File: src/rtl/rr_stream_mux.sv
// N-channel registered stream mux with fixed-address or round-robin selection.
// Optional out_parity port is enabled by defining RR_STREAM_MUX_PARITY_EN.
module rr_stream_mux #(
   parameter int unsigned NCH  = 4,
   parameter int unsigned W    = 8,
   parameter int unsigned SELW = 2
) (
   input  logic                 clk,
   input  logic                 reset,
   input  logic                 mode,
   input  logic [SELW-1:0]      addr,
   input  logic [NCH*W-1:0]     in_data,
   input  logic [NCH-1:0]       in_valid,
   output logic [NCH-1:0]       in_ready,
   output logic [W-1:0]         out_data,
   output logic                 out_valid,
   input  logic                 out_ready,
   output logic [SELW-1:0]      out_sel
`ifdef RR_STREAM_MUX_PARITY_EN
   ,output logic                out_parity
`endif
);

   typedef enum logic {EMPTY = 1'b0, FULL = 1'b1} state_e;

   state_e          state_q, state_d;
   logic [W-1:0]    out_data_q, out_data_d;
   logic [SELW-1:0] out_sel_q, out_sel_d;
   logic [SELW-1:0] ptr_q, ptr_d;
   logic            out_parity_q, out_parity_d;

   logic            gnt_vld;
   logic [SELW-1:0] gnt_idx;
   logic [W-1:0]    gnt_word;
   logic            accept;
   logic            xfer;

   // Grant: addressed channel, or first valid channel at/after ptr with wraparound
   always_comb begin
      gnt_vld = 1'b0;
      gnt_idx = '0;
      if (!mode) begin
         for (int unsigned i = 0; i < NCH; i++) begin
            if (addr == SELW'(i) && in_valid[i]) begin
               gnt_vld = 1'b1;
               gnt_idx = SELW'(i);
            end
         end
      end else begin
         for (int unsigned i = 0; i < NCH; i++) begin
            if (!gnt_vld && in_valid[i] && SELW'(i) >= ptr_q) begin
               gnt_vld = 1'b1;
               gnt_idx = SELW'(i);
            end
         end
         for (int unsigned i = 0; i < NCH; i++) begin
            if (!gnt_vld && in_valid[i]) begin
               gnt_vld = 1'b1;
               gnt_idx = SELW'(i);
            end
         end
      end
   end

   always_comb begin
      gnt_word = '0;
      for (int unsigned i = 0; i < NCH; i++) begin
         if (gnt_idx == SELW'(i)) gnt_word = in_data[i*W +: W];
      end
   end

   // Reset blocks any handshake so no producer sees a word accepted and then dropped
   assign accept = !reset && ((state_q == EMPTY) || out_ready);
   assign xfer   = accept && gnt_vld;

   always_ff @(posedge clk) begin
      if (reset) begin
         state_q      <= EMPTY;
         out_data_q   <= '0;
         out_sel_q    <= '0;
         ptr_q        <= '0;
         out_parity_q <= 1'b0;
      end else begin
         state_q      <= state_d;
         out_data_q   <= out_data_d;
         out_sel_q    <= out_sel_d;
         ptr_q        <= ptr_d;
         out_parity_q <= out_parity_d;
      end
   end

   always_comb begin
      state_d = state_q;
      case (state_q)
         EMPTY:   if (xfer) state_d = FULL;
         FULL:    if (!xfer && out_ready) state_d = EMPTY;
         default: state_d = EMPTY;
      endcase
   end

   always_comb begin
      in_ready     = '0;
      out_data_d   = out_data_q;
      out_sel_d    = out_sel_q;
      out_parity_d = out_parity_q;
      ptr_d        = ptr_q;
      for (int unsigned i = 0; i < NCH; i++) begin
         in_ready[i] = xfer && (gnt_idx == SELW'(i));
      end
      if (xfer) begin
         out_data_d   = gnt_word;
         out_sel_d    = gnt_idx;
         out_parity_d = ^gnt_word;
         if (mode) begin
            ptr_d = (gnt_idx == SELW'(NCH-1)) ? '0 : gnt_idx + SELW'(1);
         end
      end
   end

   assign out_data  = out_data_q;
   assign out_sel   = out_sel_q;
   assign out_valid = (state_q == FULL);

`ifdef RR_STREAM_MUX_PARITY_EN
   assign out_parity = out_parity_q;
`endif

endmodule

File: config.mk
export PLATFORM = sky130hd
export DESIGN_NAME = rr_stream_mux
export DESIGN_NICKNAME = d
export VERILOG_FILES = /design/src/rtl/rr_stream_mux.sv
export SDC_FILE = /design/constraint.sdc
export NUM_CORES = 1
export LEC_CHECK = 0
export BUFFER_PORTS_ARGS = -buffer_cell sky130_fd_sc_hd__buf_4
export CORE_MARGIN = 2
export CORE_UTILIZATION = 43
export CTS_CLUSTER_SIZE = 16
export DETAILED_ROUTE_END_ITERATION = 10
export MAX_ROUTING_LAYER = met4
export PLACE_DENSITY_LB_ADDON = 0.15
export SETUP_SLACK_MARGIN = 0.1
export SKIP_LAST_GASP = 1
export SLEW_MARGIN = 30
export SYNTH_ARGS = -nofsm -noshare
export SYNTH_HDL_FRONTEND = slang
export SYNTH_SLANG_ARGS = --single-unit
File: constraint.sdc
create_clock -name clk -period 2.73 [get_ports clk]
set_input_delay 0 -clock clk [delete_from_list [all_inputs] [get_ports clk]]
set_output_delay 0 -clock clk [all_outputs]
set_load 0.05 [all_outputs]
==> flow_summary.toml <==
[routing]
drt-initial-drc-count = 18
ant_nets = 0
wl_met1_mm = 1.243
dr_wl_met3_um = 128
routed_wl_mm = 2.768
wl_per_cell_um = 13.37
highest_layer = "met4"
viasPerCell = 5.411
firstDrtPassIters = 4
vias = 1120
met2_length_mm = 1.361
drcViolationCount = 0

[setup_path]
crit_required_ns = 2.93
r2r_start = "ptr_q[1]"
worst_setup_path_start_kind = "flop"
path_cells = "nand2_1 > or4_1 > a31o_1 > ha_1 > nor2b_4 > a221oi_1 > nor3_1 > a21oi_1 > mux2i_1"
critPathLaunch = "ptr_q[1]"
worstPathMaxFanout = 11
worst_r2r_endpoint = "out_data[4]"
crit_end = "out_data[4]"
end_kind = "flop"
cpPeakStageDelay_ns = 0.43
worstPathArrival_ns = 2.64
path_class = "flop to flop"
ff2ff_path_depth = 9
r2r_slack_ns = 0.29
critPathSlowestCell = "dfxtp_1"

[timing]
setup_tns_ns = 0
setup_viol = 0
fmax_mhz = 409.5
post-route-period-util_pct = 89.46
period_needed_ns = 2.442
max_slew_margin_pct = 68.85
finalMaxSlewViolations = 0
rsz0062_at_grt = "no"
worst-slew-pin-transition_ns = 0.4662
finClkSkew_ns = 0.002535
holdWs_ns = 0.01761
hold_viol = 0

[synth]
yosys.area_share.adder_pct = 5.229
synth_area_leader_cell = "dfxtp_1"
ys_top_cells_by_area = "dfxtp_1 (27%), mux2i_1 (12%), a221oi_1 (6.4%)"
synth_edf_count = 0
syn_nets = 166
synth_top_family_by_area = "simple AND/OR/NAND/NOR gates"
synth_top_area_share_pct = 27.19
synth_cell_type_count = 28
netlist_area_um2 = 957.2
synthMuxAreaShare_pct = 16.21
yosys.area_share.simple_pct = 25.36
ys_async_sr_fraction_pct = 0
yosysSeqAreaShare_pct = 27.19
ys_dominant_reg_cell = "dfxtp_1"
synth.avg_cell_area_um2 = 7.976
synth-xor-area-share_pct = 0
yosysMostFrequentCell = "nor2_1"
syn_inst = 120
yosysWarnings = 0
synth_compound_gate_area_share_pct = 19.61
ys_top_cells_by_count = "nor2_1 (14), dfxtp_1 (13), a21oi_1 (11), mux2i_1 (11), nand2b_1 (9)"
ys_seq_elements = 13

[finish]
fin_util_pct = 67.97
drive_gt1_share_pct = 39.66
n_fill_cell = 176
area_growth_syn_to_layout_pct = 52.55
num_antenna_cells = 0
nets = 226
instances_no_fill = 207

[cts]
clock_latency_ns = 0.27
cts_tree = "built"
cts.sinks = 13
numCtsBuffers = 3
cts.path.max_buffers = 2
root_buffer = "clkbuf_4"
clk_pin_slew_ns = 0.08
cts_max_level = 1

[die]
core_area_um2 = 2148
die_w_um = 51.18
rows = 17
dieArea_um2 = 2619
die_y_um = 51.18
start_util_pct = 44.55
io_pins = 57

[power_and_ir_drop]
switching_power_mw = 0.2888
p_leak_nw = 0.6944
p_seq_share_pct = 32.7
p_per_area_nw_per_um2 = 485.3
p_int_mw = 0.4197
pwr-share-clk_pct = 17.3
switching_share_pct = 40.77
combPwrFrac_pct = 50.0
ir_drop_uv = 244.3

[global_route]
grt_pass1_vias = 1092
grt_max_degree = 16
grt_use_total_pct = 23.75
antenna_found_initial = 0
grt_pass1_wl_mm = 4.705
overflow = 0

[run]
maxCapViolCount = 0

[status]
status = "finished clean"

[place]
dp_hpwl_mm = 2.212
gp_congestion = 0.8484
portBuffers = 56
place.detailed.instances = 200

[hold_path]
holdCritPathClass = "primary input to flop"
==> how the worst min path moves through the flow <==
stage / end / cells after the start / startpoint / slack [ns]
6_report: out_data[2] / 3 / in_data[26] / 0.02
4_1_cts: out_data[2] / 3 / in_data[26] / 0.008
3_5_place_dp: ptr_q[1] / 2 / reset / 0.29
2_1_floorplan: out_sel[1] / 2 / reset / 0.18
3_3_place_gp: out_data[4] / 3 / in_data[28] / 0.28
5_1_grt: out_data[2] / 3 / in_data[26] / 0.03
==> power by group through the flow <==
stage	clock, mW	combinational (mW)	sequential [mW]
global placement	0	0.340	0.234
CTS	0.128	0.352	0.232
floorplan	0	0.140	0.319
finish	0.122	0.355	0.232
global route	0.133	0.382	0.234
detailed placement	0	0.347	0.236
==> layer usage <==
metal	global-route usage, %	vias up
met4	6.757	0
met1	30.34	528
met3	1.754	4
met5	-	-
li1	-	548
met2	40.26	40
==> stage by stage <==
step	instance area [um^2]	worst slack [ns]	power, mW
after floorplan	957.2	0.2038	0.4589
after global placement	1396	0.2955	0.5746
after detailed placement	1396	0.1190	0.5834
after CTS	1455	0.2232	0.7120
after global routing	1460	0.1241	0.7493
final	1460	0.2878	0.7085
==> repair_timing <==
action / CTS / global route
pin swaps: 0 / 0
endpoints found under the setup margin: 1 / 2
endpoints found under the hold margin: 4 / 0
resized for setup: 1 / 1
setup buffers: 0 / 0
hold buffers: 3 / 0
==> registers in the layout (all words and copies together), names as in the netlist <==
register and flops:
out_data 8, out_sel 2, ptr_q 2, out_valid 1
==> placed cells by master, fill, tap and decap left out <==
| cell | instances |
|---|---|
| buf_4 | 58 |
| nor2_1 | 14 |
| dfxtp_1 | 13 |
| a21oi_1 | 11 |
| mux2i_1 | 11 |
| nand2b_1 | 9 |
| nor3_1 | 8 |
| inv_1 | 7 |
| a221oi_1 | 7 |
| o21ai_0 | 6 |
| nand2_1 | 5 |
| mux2_2 | 4 |
| ha_1 | 4 |
| clkbuf_4 | 3 |
| dlygate4sd3_1 | 3 |
| nor2b_1 | 2 |
| a31o_2 | 1 |
| or4_1 | 1 |
| a21o_1 | 1 |
| a31o_1 | 1 |
| o21ai_2 | 1 |
| and2b_2 | 1 |
| nor4_1 | 1 |
| nand3_4 | 1 |
| clkinv_1 | 1 |
| nor2b_4 | 1 |
| or2b_2 | 1 |
| nor3b_1 | 1 |
| a211oi_1 | 1 |
| clkbuf_1 | 1 |
==> critical path: cells and delay by family (launching register included) <==
kind                     cells  cell delay, ns
AO/OA/AOI/OAI                3            0.43
AND/OR/NAND/NOR              4            1.01
flip-flops                   1            0.43
adder cells (fa/ha/maj)      1            0.34
multiplexers                 1            0.14
==> layout make-up <==
type / instances / area [um^2] / share of cell area (%)
clock buffers: 4 / 26.28 / 1.799
well taps: 28 / 35.03 / 2.399
multi-input cells: 93 / 643.1 / 44.04
flip-flops and latches: 13 / 260.3 / 17.82
repair buffers: 61 / 465.4 / 31.88
inverters: 8 / 30.03 / 2.057
==> cells by family after synthesis <==
| group | count (synthesis) |
|---|---|
| buffers and inverters | 14 |
| DFF | 13 |
| muxes | 15 |
| adders and majority gates | 4 |
| AOI/OAI and AO/OA | 29 |
| and+or+nand+nor | 45 |
Note: power is estimated with default switching activity, not from simulation.
